**config.mk**
```make
export PLATFORM = sky130hd
export DESIGN_NAME = compound_accumulator_flat
export DESIGN_NICKNAME = d
export VERILOG_FILES = /design/src/rtl/compound_accumulator_if.sv /design/src/rtl/compound_accumulator.sv /design/src/flat_wrapper.sv
export SDC_FILE = /design/constraint.sdc
export NUM_CORES = 1
export LEC_CHECK = 0
export ABC_AREA = 1
export CAP_MARGIN = 20
export CORE_AREA = 2 2 125 127
export DETAILED_ROUTE_END_ITERATION = 8
export DIE_AREA = 0 0 127 129
export PLACE_DENSITY_LB_ADDON = 0.08
export SKIP_CTS_REPAIR_TIMING = 1
export SLEW_MARGIN = 25
export SYNTH_ARGS = -nofsm -noshare
export SYNTH_HDL_FRONTEND = slang
export SYNTH_SLANG_ARGS = --single-unit
export TNS_END_PERCENT = 50
```
**constraint.sdc**
```tcl
create_clock -name clk -period 5.95 [get_ports clk]
set_input_delay 1.19 -clock clk [delete_from_list [all_inputs] [get_ports clk]]
set_output_delay 1.19 -clock clk [all_outputs]
set_load 0.03 [all_outputs]
```
**src/rtl/compound_accumulator_if.sv**
```systemverilog
// CompoundType transaction types and the notify/sync bus of the accumulator.
// The master drives the transaction and the result acceptance; the slave drives notifies and the result.
package compound_pkg;
  typedef enum logic {MODE_READ = 1'b0, MODE_WRITE = 1'b1} mode_e;

  typedef struct packed {
    mode_e              mode;
    logic signed [31:0] x;
    logic               y;
  } compound_t;

  typedef enum logic {ST_ACCEPT = 1'b0, ST_EMIT = 1'b1} acc_state_e;
endpackage

// Handshake: a port transfers on a rising edge where its notify (from the
// sender of readiness/validity) and sync are both 1; data is sampled at that edge.
interface compound_accumulator_if;
  compound_pkg::compound_t acc_in;
  logic                    acc_in_sync;
  logic                    acc_in_notify;
  logic signed [31:0]      res_out;
  logic                    res_out_sync;
  logic                    res_out_notify;

  modport master (
    output acc_in, acc_in_sync, res_out_sync,
    input  acc_in_notify, res_out, res_out_notify
  );

  modport slave (
    input  acc_in, acc_in_sync, res_out_sync,
    output acc_in_notify, res_out, res_out_notify
  );
endinterface

```
**src/rtl/compound_accumulator.sv**
```systemverilog
// Signed accumulator fed by CompoundType transactions; reads emit a snapshot
// over the result port, optionally clearing the accumulator once it is accepted.
module compound_accumulator
  import compound_pkg::*;
#(
  parameter bit SATURATE = 1'b1,
  parameter int CNT_W    = 8
) (
  input  logic                 clk,
  input  logic                 rst,
  compound_accumulator_if.slave bus,
  output logic                 ovf,
  output logic [CNT_W-1:0]     wr_count,
  output acc_state_e           dbg_state
);

  acc_state_e         r_state;
  acc_state_e         w_next_state;
  logic               r_in_notify;
  logic               r_out_notify;
  logic               r_clear_pending;
  logic               r_ovf;
  logic signed [31:0] r_acc;
  logic signed [31:0] r_res;
  logic [CNT_W-1:0]   r_wr_count;

  logic               w_in_xfer;
  logic               w_out_xfer;
  logic               w_is_write;
  logic [32:0]        w_sum;
  logic               w_overflow;
  logic signed [31:0] w_acc_next;

  assign w_in_xfer  = r_in_notify & bus.acc_in_sync;
  assign w_out_xfer = r_out_notify & bus.res_out_sync;
  assign w_is_write = (bus.acc_in.mode == MODE_WRITE);

  // 33-bit sum: the two top bits disagree exactly when the 32-bit result overflowed.
  assign w_sum      = {r_acc[31], r_acc} + {bus.acc_in.x[31], bus.acc_in.x};
  assign w_overflow = w_sum[32] ^ w_sum[31];

  always_comb begin
    w_acc_next = w_sum[31:0];
    if (SATURATE && w_overflow) begin
      w_acc_next = w_sum[32] ? 32'sh8000_0000 : 32'sh7FFF_FFFF;
    end
  end

  always_comb begin
    w_next_state = r_state;
    case (r_state)
      ST_ACCEPT: if (w_in_xfer && !w_is_write) w_next_state = ST_EMIT;
      ST_EMIT:   if (w_out_xfer)               w_next_state = ST_ACCEPT;
      default:   w_next_state = ST_ACCEPT;
    endcase
  end

  // Notifies are registered alongside the state so both follow the same edge.
  always_ff @(posedge clk or posedge rst) begin
    if (rst) begin
      r_state      <= ST_ACCEPT;
      r_in_notify  <= 1'b1;
      r_out_notify <= 1'b0;
    end else begin
      r_state      <= w_next_state;
      r_in_notify  <= (w_next_state == ST_ACCEPT);
      r_out_notify <= (w_next_state == ST_EMIT);
    end
  end

  always_ff @(posedge clk or posedge rst) begin
    if (rst) begin
      r_acc           <= '0;
      r_res           <= '0;
      r_ovf           <= 1'b0;
      r_wr_count      <= '0;
      r_clear_pending <= 1'b0;
    end else begin
      if (w_in_xfer) begin
        if (w_is_write) begin
          if (bus.acc_in.y) begin
            r_acc      <= bus.acc_in.x;
            r_ovf      <= 1'b0;
            r_wr_count <= CNT_W'(1);
          end else begin
            r_acc      <= w_acc_next;
            r_ovf      <= r_ovf | w_overflow;
            r_wr_count <= r_wr_count + CNT_W'(1);
          end
        end else begin
          r_res           <= r_acc;
          r_clear_pending <= bus.acc_in.y;
        end
      end
      // Clear is deferred until the snapshot has actually been taken downstream.
      if (w_out_xfer && r_clear_pending) begin
        r_acc           <= '0;
        r_ovf           <= 1'b0;
        r_wr_count      <= '0;
        r_clear_pending <= 1'b0;
      end
    end
  end

  assign bus.acc_in_notify  = r_in_notify;
  assign bus.res_out_notify = r_out_notify;
  assign bus.res_out        = r_res;
  assign ovf                = r_ovf;
  assign wr_count           = r_wr_count;
  assign dbg_state          = r_state;

endmodule
```
**src/flat_wrapper.sv**
```systemverilog
// flat-port wrapper written by rule: the top's interface ports become plain ports
module compound_accumulator_flat import compound_pkg::*;
#(
  parameter bit SATURATE = 1'b1,
  parameter int CNT_W    = 8
)
  (clk, rst, ovf, wr_count, dbg_state, bus_acc_in, bus_acc_in_sync, bus_res_out_sync, bus_acc_in_notify, bus_res_out, bus_res_out_notify);
  compound_accumulator_if bus_i ();
  input  logic clk;
  input  logic rst;
  output logic ovf;
  output logic [CNT_W-1:0] wr_count;
  output acc_state_e dbg_state;
  input wire logic [$bits(bus_i.acc_in)-1:0] bus_acc_in;
  input wire logic [$bits(bus_i.acc_in_sync)-1:0] bus_acc_in_sync;
  input wire logic [$bits(bus_i.res_out_sync)-1:0] bus_res_out_sync;
  output wire logic [$bits(bus_i.acc_in_notify)-1:0] bus_acc_in_notify;
  output wire logic [$bits(bus_i.res_out)-1:0] bus_res_out;
  output wire logic [$bits(bus_i.res_out_notify)-1:0] bus_res_out_notify;
  assign bus_i.acc_in = bus_acc_in;
  assign bus_i.acc_in_sync = bus_acc_in_sync;
  assign bus_i.res_out_sync = bus_res_out_sync;
  assign bus_acc_in_notify = bus_i.acc_in_notify;
  assign bus_res_out = bus_i.res_out;
  assign bus_res_out_notify = bus_i.res_out_notify;
  compound_accumulator #(.SATURATE(SATURATE), .CNT_W(CNT_W)) u_core (.clk(clk), .rst(rst), .bus(bus_i), .ovf(ovf), .wr_count(wr_count), .dbg_state(dbg_state));
endmodule
```
==> summary.md, run 1 <==
| Metric | Value |
|---|---|
| Remaining Overflow, GRT | `0` |
| Share of cells above drive strength 1 | `7.61%` |
| H-tree levels | `3` |
| GPL Wtd Cong | `0.896` |
| Nets | `1039` |
| Fin crit period | `3.91 ns` |
| Status | `finished, final reports clean` |
| Ys Warns | `0` |
| Drt initial violations | `309` |
| Average footprint of a synthesized cell | `6.57 um^2` |
| Number of synthesized register bits | `76` |
| Number of buffers added on ports | `81` |
| Inserted Clock Buffers | `9` |
| Worst Tran Pin Value | `0.825 ns` |
| Clk pin slew, worst setup/hold paths | `0.06 ns` |
| CP Max Fanout | `29` |
| Power per cell area | `505 mW/mm^2` |
| Fill cell count | `1564` |
| CP Depth | `15` |
| Routed vias | `5602` |
| GRT Total Usage | `20.3%` |
| Hold path cells | `2` |
| Crit Reg-Reg Endpoint | `u_core.r_acc[24]` |
| Via density | `4.83` |
| Cells after synthesis | `893` |
| Max clock buf depth | `2` |
| Hold Vio Cnt, Final | `0` |
| WP buf/inv | `1` |
| Register area share after synthesis | `32.4%` |
| First-pass iteration count of the detailed router | `4` |
| Top delay family on crit path | `simple AND/OR/NAND/NOR gates` |
| Distinct cell type count after synthesis | `37` |
| Post-synth EDFFs | `0` |
| Ports | `82` |
| Initial Util | `39.2%` |
| Max-Cap Viols | `0` |
| Most frequent cells in the layout | `nand2_1 (352), nor2_1 (102), inv_1 (81), clkdlybuf4s50_1 (81), dfrtp_1 (75)` |
| Core Area | `0.0150 mm^2` |
| Critical path's largest stage delay | `0.62 ns` |
| CTS Root Cell | `clkbuf_16` |
| TritonCTS clock tree | `built` |
| Die W | `127 um` |
| Setup total negative slack | `0 ns` |
| Site Rows | `45` |
| Worst Hold Class | `register to register` |
| Worst path cell trace | `clkdlybuf4s50_1 > ha_1 > fa_1 > nand2_1 > nand3_1 > nand3_2 > nand2_2 > nand2_2 > nand2_4 > nand2_4 > nand3_2 > nand2_4 > nand3_2 > nand3_1 > nand2_1` |
| VDD IR-drop max | `0.000208 V` |
| Synth area leaders | `dfrtp_1 (32%), nand2_1 (23%), ha_1 (7.0%), nor2_1 (6.6%), nand3_1 (5.8%)` |
| Area Growth Syn to Fin | `22.3%` |
| Die height | `129 um` |
| Most area-hungry cell type in the Yosys netlist | `dfrtp_1` |
| Clk_skew | `0.00735 ns` |
| Worst-case reg-to-reg path depth | `14` |
| Initial antenna violation count | `0` |
| Async set-reset flop share out of synthesis | `100%` |
| Final Cycle Share | `65.7%` |
| Total power | `3.62 mW` |
| Most common cell after layout, fill and taps aside | `nand2_1` |
| Worst R2R Start | `u_core.r_acc[0]` |
| Routed Antenna Nets | `0` |
| Endpoints failing setup | `0` |
| Largest net degree at the start of global routing | `65` |
| Avg WL per Cell | `13.7 um` |
| Max frequency | `0.256 GHz` |
| Placed insts | `1144` |
| Placed inst area | `0.00684 mm^2` |
| Non-filler cells, final | `1160` |
| First-pass GRT wire length | `26500 um` |
| Max-slew violations | `0` |
| Rel. slew slack | `44.9%` |
| CP endpoint kind | `register` |
| Post-detail-place hpwl | `11800 um` |
| Hold Startpoint | `u_core.bus.res_out[1]` |
| Crit-path slowest cell | `nand3_2` |
| Vias in the first global route | `5366` |
| Drc violations | `0` |
| Diodes inserted | `0` |
| Post-synth top area share | `32.0%` |
| WHS | `0.467 ns` |
| Clock Latency Late Sink | `0.35 ns` |
| Critical path startpoint category | `primary input` |
| RSZ-0062 raised after global routing | `no` |
| Worst hold path endpoint | `u_core.bus.res_out[1]` |
| Post-Synthesis Cell Area | `0.00587 mm^2` |
| Lkg Pwr | `3.82 nW` |
| Die area | `0.0164 mm^2` |
| Post-synthesis net count | `965` |
| CP required | `6.18 ns` |
| Setup CP Type | `primary input to register` |
| Ys flop type | `dfrtp_1` |
| Post-Route WL | `15900 um` |
| R2R Setup Slk | `2.93 ns` |
| Post-route cell area | `0.00718 mm^2` |
| Arrival time at the worst endpoint | `4.14 ns` |
| Clk sinks | `76` |
## per-stage QoR
stage / worst slack, ns / util, %
after global placement: 1.56 / 45.7
after CTS: 2.04 / 47.9
after detailed placement: 1.68 / 45.7
after global routing: 1.76 / 47.9
after floorplan: 2.82 / -
final: 2.04 / 47.9
## cell families (layout without fill, tap and decap cells)
logic type	count (synthesis)	count (layout)	synth area share [%]
compound gates	74	74	7.49
xor+xnor	19	19	2.84
fa+ha+maj	34	34	7.38
buf+inv	114	193	7.89
flops	76	76	32.4
simple gates	576	576	42.0
## sequential cells by signal, indices dropped and copies added, names as in the netlist
name                      count
u_core.bus.res_out           32
u_core.r_acc                 32
u_core.wr_count               8
u_core.ovf                    1
u_core.bus.acc_in_notify      1
u_core.r_clear_pending        1
u_core.dbg_state              1
## worst reg2reg max path, stage by stage (launching register included)
cell and delay [ns]:
dfrtp_1 0.41, ha_1 0.22, fa_1 0.43, nand2_1 0.10
nand3_1 0.10, nand3_2 0.09, nand2_2 0.08, nand2_2 0.08
nand2_4 0.07, nand2_4 0.08, nand3_2 0.08, nand2_4 0.10
nand3_2 0.62, nand3_1 0.35, nand2_1 0.07
## Yosys cell counts, types with 3 or more instances
cell type	instances
inv_1	83
o21a_1	6
nor2_2	5
ha_1	33
xnor2_1	16
o21bai_1	10
buf_1	3
dfrtp_1	75
nand2_1	353
nand3_1	68
clkbuf_1	15
a21oi_1	34
inv_2	5
xor2_1	3
buf_4	4
nor3_1	3
nand2_4	6
nand2_2	10
o21ai_0	15
nand3b_1	4
nand4_1	7
a21oi_2	6
nand3_2	13
nor2_1	103
## metal layers
metal	up-vias	part of all wire [%]	global-route usage (%)
met4	0	1.4	6.46
met3	17	4.3	3.91
li1	2953	-	-
met1	2524	49	27.3
met5	-	0	0
met2	108	45	33.1
## report_power, final
part | switching, mW | internal [mW] | total [mW]
logic | 1.33 | 0.783 | 2.12
registers | 0.152 | 0.730 | 0.881
clock network | 0.240 | 0.383 | 0.623
## final cells by class
cell class,count,area (um^2),area share [%]
clock inverter,6,93.8,1.31
sequential,76,1900,26.5
multi-input combinational,703,3510,48.9
inverter,89,335,4.67
tap,188,235,3.28
clock buffer,10,239,3.33
timing repair buffer,88,863,12.0
## how the worst max path moves through the flow
stage	from	to	slack, ns
floorplan	rst	u_core.bus.res_out[0]	2.82
global placement	bus_acc_in[1]	u_core.r_acc[5]	1.56
detailed placement	bus_acc_in[1]	u_core.r_acc[24]	1.68
CTS	bus_acc_in[1]	u_core.r_acc[24]	2.04
global route	bus_acc_in[1]	u_core.r_acc[16]	1.76
finish	bus_acc_in[1]	u_core.r_acc[24]	2.04
(Power assumes the default switching activity.)
==> run 2: changes to the inputs <==
==> constraint.sdc (replaced) <==
create_clock -name clk -period 3.4 [get_ports clk]
set_input_delay 0.68 -clock clk [delete_from_list [all_inputs] [get_ports clk]]
set_output_delay 0.68 -clock clk [all_outputs]
set_load 0.03 [all_outputs]
==> summary.md, run 2 (same netlist as run 1, synthesis figures left out) <==
| Metric | Value |
|---|---|
| Status | `finished, final reports clean (unchanged)` |
| Hold Vio Cnt, Final | `0 (unchanged)` |
| Clock Latency Late Sink | `0.35 ns (about the same)` |
| CTS Root Cell | `clkbuf_16 (unchanged)` |
| Share of cells above drive strength 1 | `8.17% (was 7.61%)` |
| Final Cycle Share | `86.4%` |
| Worst path cell trace | `clkdlybuf4s50_1 > ha_1 > fa_1 > nand2_1 > nand3_1 > nand3_2 > nand2_2 > nand2_2 > nand2_4 > nand2_4 > nand2_4 > nand2_1 > nand2_1 > nand2_1 > buf_4 > nand3_1 > nand3_1 > nand2_1 (was clkdlybuf4s50_1 > ha_1 > fa_1 > nand2_1 > nand3_1 > nand3_2 > nand2_2 > nand2_2 > nand2_4 > nand2_4 > nand3_2 > nand2_4 > nand3_2 > nand3_1 > nand2_1)` |
| Placed insts | `1151 (was 1144)` |
| Crit-path slowest cell | `clkdlybuf4s50_1 (was nand3_2)` |
| Post-detail-place hpwl | `12400 um (was 11800 um)` |
| Setup total negative slack | `0 ns (unchanged)` |
| Clk_skew | `0.00494 ns (was 0.00735 ns)` |
| Top delay family on crit path | `simple AND/OR/NAND/NOR gates (unchanged)` |
| CP required | `3.64 ns (was 6.18 ns)` |
| Placement Setup Slack | `0.123 ns (was 1.68 ns)` |
| Area Growth Syn to Fin | `23.9% (was 22.3%)` |
| RSZ-0062 raised after global routing | `no (unchanged)` |
| Placed inst area | `0.00692 mm^2 (was 0.00684 mm^2)` |
| Via density | `4.90 (was 4.83)` |
| Most frequent cells in the layout | `nand2_1 (353), nor2_1 (102), inv_1 (81), clkdlybuf4s50_1 (81), dfrtp_1 (75) (was nand2_1 (352), nor2_1 (102), inv_1 (81), clkdlybuf4s50_1 (81), dfrtp_1 (75))` |
| Final setup margin | `0.462 ns (was 2.04 ns)` |
| Most frequent CP cell | `nand2_1` |
| Die area | `0.0164 mm^2 (unchanged)` |
| Max-Cap Viols | `0 (unchanged)` |
| First-pass GRT wire length | `27300 um (was 26500 um)` |
| Inserted Clock Buffers | `9 (unchanged)` |
| Arrival time at the worst endpoint | `3.18 ns (was 4.14 ns)` |
| Max clock buf depth | `2 (unchanged)` |
| Non-filler cells, final | `1167 (was 1160)` |
| Critical path startpoint category | `primary input (unchanged)` |
| Critical path's largest stage delay | `0.43 ns (was 0.62 ns)` |
| Power per cell area | `888 mW/mm^2 (was 505 mW/mm^2)` |
| Met2 Usage GRT | `33.7% (was 33.1%)` |
| Nets | `1046 (was 1039)` |
| Max frequency | `0.340 GHz` |
| Avg WL per Cell | `13.8 um (was 13.7 um)` |
| Die height | `129 um (unchanged)` |
| Diodes inserted | `0 (unchanged)` |
| Busiest layer in global routing | `met2 (unchanged)` |
| GRT Total Usage | `20.9% (was 20.3%)` |
| Routed vias | `5723 (was 5602)` |
| WP buf/inv | `2 (was 1)` |
| Met3 GRT Util | `4.03% (was 3.91%)` |
| Vias in the first global route | `5359 (was 5366)` |
| Worst Tran Pin Value | `0.619 ns (was 0.825 ns)` |
| Ports | `82 (unchanged)` |
| Rel. slew slack | `58.7% (was 44.9%)` |
| Initial Util | `39.2% (unchanged)` |
| CP Max Fanout | `16 (was 29)` |
| Drc violations | `0 (unchanged)` |
| H-tree levels | `3 (unchanged)` |
| Site Rows | `45 (unchanged)` |
| First-pass iteration count of the detailed router | `5 (was 4)` |
| CP endpoint kind | `register (unchanged)` |
| Largest net degree at the start of global routing | `45 (was 65)` |
| Fin crit period | `2.94 ns` |
| Core Area | `0.0150 mm^2 (unchanged)` |
| TritonCTS clock tree | `built (unchanged)` |
| Number of buffers added on ports | `81 (unchanged)` |
| Initial antenna violation count | `0 (unchanged)` |
| Lkg Pwr | `3.87 nW (was 3.82 nW)` |
| VDD IR-drop max | `0.000299 V (was 0.000208 V)` |
| Die W | `127 um (unchanged)` |
| Endpoints failing setup | `0 (unchanged)` |
| Setup CP Type | `primary input to register (unchanged)` |
| Remaining Overflow, GRT | `0 (unchanged)` |
| Routed Antenna Nets | `0 (unchanged)` |
| Worst Hold Class | `register to register (unchanged)` |
| Most common cell after layout, fill and taps aside | `nand2_1 (unchanged)` |
| Clk pin slew, worst setup/hold paths | `0.06 ns (about the same)` |
| Met1 global-route usage | `29.3% (was 27.3%)` |
| Post-route cell area | `0.00727 mm^2 (was 0.00718 mm^2)` |
| Post-Route WL | `16100 um (was 15900 um)` |
| Max-slew violations | `0 (unchanged)` |
| Drt initial violations | `269 (was 309)` |
| GPL Wtd Cong | `0.911 (was 0.896)` |
| Clk sinks | `76 (unchanged)` |
==> run 2: cell count changes in the layout (fill, tap and decap cells not counted), sizes merged <==
cell	before	now
buf	7	14
bufinv	2	3
clkbuf	10	9
clkinv	3	4
inv	89	88
==> run 2: per-layer routing <==
metal  wire length (um)  share of wire (%)
met2               7280                 45
met4                216                1.3
met1               8060                 50
met5                  0                  0
met3                580                3.6
==> run 2: path summary, 6_finish.rpt <==
check / cells past startpoint / endpoint / from / slack, ns
max reg2reg: 17 / u_core.r_acc[22] / u_core.r_acc[0] / 0.85
max: 18 / u_core.r_acc[22] / bus_acc_in[1] / 0.46
max in group asynchronous: 3 / u_core.bus.acc_in_notify / rst / 2.03
min in group asynchronous: 2 / u_core.bus.res_out[24] / rst / 0.70
min reg2reg: 2 / u_core.bus.res_out[0] / u_core.bus.res_out[0] / 0.47
min: 2 / u_core.bus.res_out[0] / u_core.bus.res_out[0] / 0.47
==> run 2: worst register-to-register path: cells and delay by family (launching register included) <==
family | cells | cell delay [ns]
adder cells (fa/ha/maj) | 2 | 0.66
buffers and inverters | 1 | 0.24
flip-flops | 1 | 0.40
AND/OR/NAND/NOR | 14 | 1.15
==> run 2: layout make-up <==
| class | instances | area (um^2) |
|---|---|---|
| multi-input combinational | 703 | 3500 |
| fill | 1604 | 7710 |
| clock buffer | 9 | 225 |
| inverter | 89 | 335 |
| clock inverter | 7 | 124 |
| timing repair buffer | 95 | 941 |
| tap | 188 | 235 |
| sequential | 76 | 1900 |
==> run 2: report_power, final <==
part           switching [mW]  total, mW  leakage [nW]  internal [mW]
Combinational            2.35       3.78          2.72           1.43
Sequential              0.260       1.54         0.985           1.28
Clock                   0.416       1.14         0.166          0.722
Total                    3.03       6.45          3.87           3.43
==> run 2: per-stage QoR <==
step / hold WS, ns / util [%] / total power, mW
2_1_floorplan: 0.475 / - / 4.21
3_3_place_gp: 0.452 / 46.2 / 5.34
3_5_place_dp: 0.457 / 46.2 / 5.34
4_1_cts: 0.472 / 48.5 / 6.51
5_1_grt: 0.482 / 48.5 / 7.04
6_report: 0.466 / 48.5 / 6.45
